[config.mk]
export PLATFORM = sky130hd
export DESIGN_NAME = addsub_seq
export DESIGN_NICKNAME = d
export VERILOG_FILES = /design/src/rtl/addsub_pkg.sv /design/src/rtl/AddSub4Bit.sv /design/src/rtl/addsub_seq.sv
export SDC_FILE = /design/constraint.sdc
export NUM_CORES = 1
export LEC_CHECK = 0
export ABC_AREA = 1
export ABC_CLOCK_PERIOD_IN_PS = 7000
export CAP_MARGIN = 20
export CORE_MARGIN = 2
export CORE_UTILIZATION = 55
export CTS_BUF_LIST = sky130_fd_sc_hd__clkbuf_4
export DETAILED_ROUTE_END_ITERATION = 10
export DONT_BUFFER_PORTS = 1
export GPL_ROUTABILITY_DRIVEN = 0
export PLACE_DENSITY_LB_ADDON = 0.1
export SLEW_MARGIN = 20
export SYNTH_ARGS = -nofsm -noshare
export SYNTH_HDL_FRONTEND = slang
export SYNTH_SLANG_ARGS = --single-unit
[constraint.sdc]
create_clock -name clk -period 7 [get_ports clk]
set_input_delay 0.7 -clock clk [delete_from_list [all_inputs] [get_ports clk]]
set_output_delay 0.7 -clock clk [all_outputs]
set_load 0.005 [all_outputs]
[src/rtl/addsub_pkg.sv]
// Shared constants and FSM state encoding for the digit-serial adder/subtractor.
// Imported by the datapath slice and the sequencing top.
package addsub_pkg;

    localparam int DIGIT_W = 4;

    typedef enum logic [1:0] {
        ST_IDLE = 2'd0,
        ST_BUSY = 2'd1,
        ST_DONE = 2'd2
    } state_e;

endpackage

[src/rtl/AddSub4Bit.sv]
// One-digit add/subtract slice. In subtract mode ci_i is a borrow-in,
// so the slice computes a + ~b + ~ci and co_o is the "no borrow" carry.
module AddSub4Bit
    import addsub_pkg::*;
(
    input  logic [DIGIT_W-1:0] a_i,
    input  logic [DIGIT_W-1:0] b_i,
    input  logic               ci_i,
    input  logic               sub_i,
    output logic [DIGIT_W-1:0] s_o,
    output logic               co_o
);

    logic [DIGIT_W-1:0] b_x;
    logic               c_x;

    assign b_x = sub_i ? ~b_i : b_i;
    assign c_x = sub_i ? ~ci_i : ci_i;

    // Single digit-wide sum with carry out
    assign {co_o, s_o} = {1'b0, a_i} + {1'b0, b_x} + {{DIGIT_W{1'b0}}, c_x};

endmodule

[src/rtl/addsub_seq.sv]
// Digit-serial W-bit add/subtract: one 4-bit slice reused LSB digit first,
// with valid/ready handshakes on both sides and registered flags.
module addsub_seq
    import addsub_pkg::*;
#(
    parameter int NIBBLES = 4
) (
    input  logic                       clk,
    input  logic                       rst_n,
    input  logic                       in_valid,
    output logic                       in_ready,
    input  logic [DIGIT_W*NIBBLES-1:0] a,
    input  logic [DIGIT_W*NIBBLES-1:0] b,
    input  logic                       cin,
    input  logic                       sub,
    output logic                       out_valid,
    input  logic                       out_ready,
    output logic [DIGIT_W*NIBBLES-1:0] s,
    output logic                       cout,
    output logic                       ovf,
    output logic                       zero
);

    localparam int W  = DIGIT_W * NIBBLES;
    localparam int IW = (NIBBLES > 1) ? $clog2(NIBBLES) : 1;
    localparam logic [IW-1:0] LAST = IW'(NIBBLES - 1);

    state_e         state_q, state_d;
    logic [IW-1:0]  idx_q, idx_d;
    logic [W-1:0]   a_q, a_d;
    logic [W-1:0]   b_q, b_d;
    logic           sub_q, sub_d;
    logic           carry_q, carry_d;
    logic [W-1:0]   s_q, s_d;
    logic           cout_q, cout_d;
    logic           ovf_q, ovf_d;
    logic           zero_q, zero_d;

    logic [DIGIT_W-1:0] dp_a, dp_b, dp_s;
    logic               dp_co;
    logic               nxt_c;

    assign dp_a = a_q[idx_q*DIGIT_W +: DIGIT_W];
    assign dp_b = b_q[idx_q*DIGIT_W +: DIGIT_W];

    AddSub4Bit u_dp (
        .a_i   (dp_a),
        .b_i   (dp_b),
        .ci_i  (carry_q),
        .sub_i (sub_q),
        .s_o   (dp_s),
        .co_o  (dp_co)
    );

    // Carry/borrow handed to the next digit (and final cout)
    assign nxt_c = sub_q ? ~dp_co : dp_co;

    // Next-state: accept, step one digit per cycle, hold result until taken
    always_comb begin
        state_d = state_q;
        idx_d   = idx_q;
        a_d     = a_q;
        b_d     = b_q;
        sub_d   = sub_q;
        carry_d = carry_q;
        s_d     = s_q;
        cout_d  = cout_q;
        ovf_d   = ovf_q;
        zero_d  = zero_q;
        unique case (state_q)
            ST_IDLE: begin
                if (in_valid) begin
                    a_d     = a;
                    b_d     = b;
                    sub_d   = sub;
                    carry_d = cin;
                    idx_d   = '0;
                    state_d = ST_BUSY;
                end
            end
            ST_BUSY: begin
                s_d[idx_q*DIGIT_W +: DIGIT_W] = dp_s;
                carry_d = nxt_c;
                if (idx_q == LAST) begin
                    state_d = ST_DONE;
                    cout_d  = nxt_c;
                    ovf_d   = (a_q[W-1] == (b_q[W-1] ^ sub_q))
                            & (s_d[W-1] != a_q[W-1]);
                    zero_d  = (s_d == '0);
                end else begin
                    idx_d = idx_q + 1'b1;
                end
            end
            ST_DONE: begin
                if (out_ready) state_d = ST_IDLE;
            end
            default: state_d = ST_IDLE;
        endcase
    end

    // State and datapath registers; reset aborts any operation in flight
    always_ff @(posedge clk or negedge rst_n) begin
        if (!rst_n) begin
            state_q <= ST_IDLE;
            idx_q   <= '0;
            a_q     <= '0;
            b_q     <= '0;
            sub_q   <= 1'b0;
            carry_q <= 1'b0;
            s_q     <= '0;
            cout_q  <= 1'b0;
            ovf_q   <= 1'b0;
            zero_q  <= 1'b1;
        end else begin
            state_q <= state_d;
            idx_q   <= idx_d;
            a_q     <= a_d;
            b_q     <= b_d;
            sub_q   <= sub_d;
            carry_q <= carry_d;
            s_q     <= s_d;
            cout_q  <= cout_d;
            ovf_q   <= ovf_d;
            zero_q  <= zero_d;
        end
    end

    assign in_ready  = (state_q == ST_IDLE);
    assign out_valid = (state_q == ST_DONE);
    assign s         = s_q;
    assign cout      = cout_q;
    assign ovf       = ovf_q;
    assign zero      = zero_q;

endmodule
After elaboration in Yosys (flattened, before gate mapping)
Cells that the tools add are included.
{"block": "classes", "n_reduce_logical": 8, "addsub": 4, "muxes": 13, "eq_ne": 9, "shift": 4, "bitwise": 5}
{"cell": "$neg A4 Y34", "count": 1}
{"cell": "$shift A4 B34 Y16 const A", "count": 1}
{"cell": "$shiftx A4 B34 Y16", "count": 1}
{"cell": "$shiftx A16 B5 Y4", "count": 2}
{"cell": "$bwmux W16", "count": 1}
{"cell": "$logic_not A16 Y1", "count": 1}
{"cell": "$mux W2", "count": 5}
{"cell": "$ne A2 B2 Y1 const B", "count": 3}
{"cell": "$pmux W2 S3", "count": 1}
{"cell": "$reduce_and A2 Y1", "count": 3}
{"cell": "$reduce_and A3 Y1", "count": 2}
{"cell": "$add A4 B4 Y5", "count": 1}
{"cell": "$add A5 B1 Y5", "count": 1}
{"cell": "$eq A2 B2 Y1 const B", "count": 2}
{"cell": "$mux W4", "count": 1}
{"cell": "$not A4 Y4", "count": 1}
{"cell": "$pmux W2 S2", "count": 1}
{"cell": "$mux W1", "count": 3}
{"cell": "$add A2 B1 Y2 const B", "count": 1}
{"cell": "$eq A2 B1 Y1 const B", "count": 1}
{"cell": "$logic_not A2 Y1", "count": 1}
{"cell": "$ne A2 B1 Y1 const B", "count": 1}
{"cell": "$not A1 Y1", "count": 2}
{"cell": "$pmux W1 S2", "count": 1}
{"cell": "other kinds (5)", "count": 5}
{"block": "word_totals", "output_inout_bits": 21, "inputBits": 38, "ff_bits": 57}

Depth between registers and ports, before layout
{"block": "depth", "word_depth": 9, "depth_mapped": 19, "mapped_depth_nobuf": 17}

By module
Synthesis repeated with hierarchy kept, for this count alone.
{"block": "unflattened", "hier_cells": 323, "area_unflattened_um2": 3091.7}
{"module": "addsub_seq", "area_per_inst_um2": 2906.5, "instances": 1, "seq_area_each_um2": 1427.6, "cells_per_inst": 301}
{"module": "AddSub4Bit", "area_per_inst_um2": 185.2, "instances": 1, "seq_area_each_um2": 0.0, "cells_per_inst": 22}

Least setup slack after synthesis
OpenSTA, ideal clock, no wires.
{"block": "synth_timing", "path_kind": "register to register", "from": "register idx_q[0]", "to": "register zero_q, in the netlist zero", "setup_time_ps": 60, "path_slack_ps": 4224, "path_stages_with_launch": 18, "t_arrival_ps": 2716, "synth_period_minus_slack_ps": 2776, "path_buffers": 2, "path_cell_list": "dfrtp_1 buf_6 inv_2 buf_2 nand2_1 a32o_1 fa_1 fa_1 nor2_1 nand3_1 nand2_1 nor2_1 nand2_1 nor2_1 nand2_1 nor2_1 nand3_1 nand2_1"}
{"block": "synth_between", "elab_chain_cells": 8}
{"item": "from (decl)", "line_no": "addsub_seq.sv:29", "source": "logic [IW-1:0] idx_q, idx_d;"}
{"item": "from (signal assigned)", "line_no": "addsub_seq.sv:116", "source": "idx_q <= idx_d;"}
{"item": "$shiftx A16 B5 Y4", "line_no": "addsub_seq.sv:44", "source": "assign dp_b = b_q[idx_q*DIGIT_W +: DIGIT_W];"}
{"item": "$not A4 Y4", "line_no": "AddSub4Bit.sv:17", "source": "assign b_x = sub_i ? ~b_i : b_i;"}
{"item": "$mux W4", "line_no": "AddSub4Bit.sv:17"}
{"item": "$add A4 B4 Y5", "line_no": "AddSub4Bit.sv:21", "source": "assign {co_o, s_o} = {1'b0, a_i} + {1'b0, b_x} + {{DIGIT_W{1'b0}}, c_x};"}
{"item": "$add A5 B1 Y5", "line_no": "AddSub4Bit.sv:21"}
{"item": "$shiftx A4 B34 Y16", "line_no": "addsub_seq.sv:82", "source": "s_d[idx_q*DIGIT_W +: DIGIT_W] = dp_s;"}
{"item": "$bwmux W16", "line_no": "addsub_seq.sv:82"}
{"item": "$logic_not A16 Y1", "line_no": "addsub_seq.sv:89", "source": "zero_d = (s_d == '0);"}
{"item": "to (signal assigned)", "line_no": "addsub_seq.sv:124", "source": "zero_q <= zero_d;"}
{"item": "to (decl)", "line_no": "addsub_seq.sv:37", "source": "logic zero_q, zero_d;"}
Parallel ways exist; a longest one is shown, timed or not.
A chain may end at the register's enable or synchronous reset.

Final worst setup path
Ends and elaborated chain as after synthesis.

==> flow_metrics.py <==
metrics = {
    "run_status": {
        "status": "finished clean",
    },
    "drt": {
        "wl_met1_um": 2728,
        "route.met2.wl_um": 2987,
        "routed_wl_um": 6209,
        "route.detailed.drc": 0,
        "met3_length_um": 361,
        "viasPerCell": 5.451,
        "dr.pass1.iters": 4,
        "drtAntennaViolNets": 0,
        "drt_iter0_drc": 172,
        "vias": 2213,
        "wl_per_cell_um": 15.29,
        "top_layer_used": "met4",
    },
    "timing": {
        "setup_ws_ns": 3.340,
        "setup_tns_ns": 0,
        "slew_violations": 0,
        "setup-violations-final": 0,
        "hold_viol": 0,
        "finalCritPeriodShare_pct": 52.29,
        "fin_hold_ws_ns": 0.1298,
        "fin_worst_skew_ns": 0.01523,
        "max_slew.worst_pin.slew_ns": 0.8995,
        "fin_crit_ns": 3.660,
        "slew-limit-headroom_pct": 40.03,
        "rsz0062_at_grt": "no",
        "fmax_mhz": 273.2,
    },
    "cells_and_area": {
        "nNetsFinal": 378,
        "fill_cells": 485,
        "finalInstanceArea_um2": 3241,
        "n_antenna_cell": 0,
        "multi_input_area_um2": 1414,
        "final_common_cell": "nand2_1",
        "drive_gt1_share_pct": 14.97,
        "synthToLayoutAreaGrowth_pct": 6.628,
        "fin_util_pct": 59.95,
        "final-seq-area_um2": 1428,
        "mostFrequentLayoutCells": "nand2_1 (66), dfrtp_1 (56), nor2_1 (43)",
    },
    "placement": {
        "hpwl_um": 4420,
        "dpl_worst_slack_ns": 3.421,
        "port-buffer-count": 0,
        "dpl_cell_area_um2": 3037,
    },
    "synth": {
        "synth_cell_types": 34,
        "synthAdderAreaFrac_pct": 5.023,
        "syn-num-nets": 378,
        "avgSynthCellArea_um2": 9.238,
        "synthTopCellsByArea": "dfrtp_1 (46%), mux2_2 (11%), nand2_1 (8.2%)",
        "ys_seq_area_share_pct": 46.97,
        "synth_top_family_by_area": "simple AND/OR/NAND/NOR gates",
        "synth_xor_xnor_area_share_pct": 2.017,
        "synth_cells": 329,
        "synth-seq-cells": 57,
        "yosysWarnings": 0,
        "synth.cell_area_um2": 3039,
        "yosys.area_share.simple_pct": 17.83,
        "synth_top_area_share_pct": 46.11,
        "synth_mux_area_share_pct": 12.14,
        "synth-compound-area-share_pct": 9.510,
        "synth_top_cell_by_area": "dfrtp_1",
    },
    "clocking": {
        "clock-sinks": 57,
        "clockBufferDepth": 2,
        "cts-buffers-inserted": 9,
        "clk_latency_ns": 0.40,
        "cts_htree_levels": 3,
        "post_cts_resized": 0,
        "post_cts_buffers": 0,
        "clockRootBuffer": "clkbuf_4",
        "cts_tree": "yes",
        "clk_pin_slew_ns": 0.10,
    },
    "grt": {
        "antenna_found_initial": 0,
        "overflow": 0,
        "grt_pass1_wl_um": 10410,
        "grt_usage_pct": 22.18,
        "grt_pass1_vias": 2141,
        "grt_max_degree": 57,
    },
    "worst_setup_path": {
        "rr_startpoint": "idx_q[0]",
        "r2r_slack_ns": 3.34,
        "crit_type": "reg -> reg",
        "rr_worst_depth": 16,
        "timing.rr.end": "zero",
        "crit_required_ns": 7.35,
        "worstSetupEndpointType": "register",
        "arrival_ns": 4.01,
        "crit_path_max_fanout": 30,
        "timing.critical_path.from": "idx_q[0]",
        "start_kind": "register",
    },
    "die": {
        "chipWidth_um": 78.34,
        "die-height_um": 78.34,
        "start_util_pct": 56.23,
        "dieArea_um2": 6136,
        "rows": 27,
        "boundaryPins": 59,
        "core-area_um2": 5405,
    },
    "power": {
        "ir_drop_mv": 0.3847,
        "p_leak_nw": 1.515,
        "pwr_density_cell_nw_per_um2": 602.2,
    },
    "job": {
        "cap_violations": 0,
    },
    "hold_path": {
        "hp-class": "in -> async",
    },
}
-- logic make-up after synthesis --
group / after synthesis
fa+ha+maj: 11
simple gates: 131
xor+xnor: 7
compound gates: 50
mux: 33
buf+inv: 40
flops: 57
-- worst max-delay path by stage --
stage,to,slack [ns],cells after the start
after CTS,zero,3.39,16
after global placement,zero,3.53,16
final,zero,3.34,16
after global routing,zero,2.97,16
after detailed placement,zero,3.42,16
after floorplan,zero,4.22,17
-- power by group --
part	total, W	leakage (nW)	switching (W)	internal, W
registers	0.000633	0.681	0.000145	0.000488
clock network	0.000304	0.0887	0.000126	0.000177
logic	0.00101	0.745	0.000604	0.000410
-- sequential cells by signal, summed over array words and instances, names as in the netlist --
signal   flops
idx_q        2
cout         1
state_q      2
s           16
carry_q      1
ovf          1
a_q         16
b_q         16
sub_q        1
zero         1
-- cells in the mapped netlist, drive strengths merged --
cell type and count:
a21oi 7, a22oi 1, a31oi 9, a32o 2, a32oi 1, buf 12
dfrtp 56, dfstp 1, fa 2, ha 9, inv 28, mux2 31
mux2i 2, nand2 68, nand3 14, nand3b 2, nand4 2, nor2 45
o21ai 23, o21bai 1, o22ai 5, o31ai 1, xnor2 2, xor2 5
-- worst max-delay path, stage by stage (launching register included) --
cell and delay [ns]:
dfrtp_1 0.94, inv_2 0.35, o21ai_0 0.24, o22ai_1 0.11, xor2_1 0.16, fa_1 0.43, fa_1 0.52, nor2_1 0.08
nand3_1 0.11, nand2_1 0.07, nor2_1 0.09, nand2_1 0.06, nor2_1 0.09, nand2_1 0.07, nor2_1 0.12, nand3_1 0.10
nand2_1 0.06
-- what timing repair did --
item                                    in CTS  in global routing
hold buffers                                 1                  0
endpoints found under the setup margin       0                  0
endpoints found under the hold margin       56                  0
-- layer usage --
layer,GRT usage (%),vias to the layer above
li1,-,1098
met1,28.70,1040
met2,33.79,62
met3,8.276,13
met4,8.947,0
met5,0,-
-- final cells by class --
| type | count | share of cell area (%) |
|---|---|---|
| clock buffers | 9 | 2.085 |
| clock inverters | 7 | 3.359 |
| inverters | 28 | 3.243 |
| multi-input cells | 232 | 43.63 |
| flip-flops and latches | 57 | 44.05 |
| well taps | 72 | 2.780 |
| repair buffers | 1 | 0.8494 |
-- metrics by stage --
| step | total power (W) | instances |
|---|---|---|
| 6_report | 0.001951 | 406 |
| 5_1_grt | 0.002133 | 406 |
| 4_1_cts | 0.001958 | 406 |
| 3_5_place_dp | 0.001645 | 389 |
| 3_3_place_gp | 0.001610 | 389 |
| 2_1_floorplan | 0.001448 | 329 |
Power figures use the tool's default switching activity.
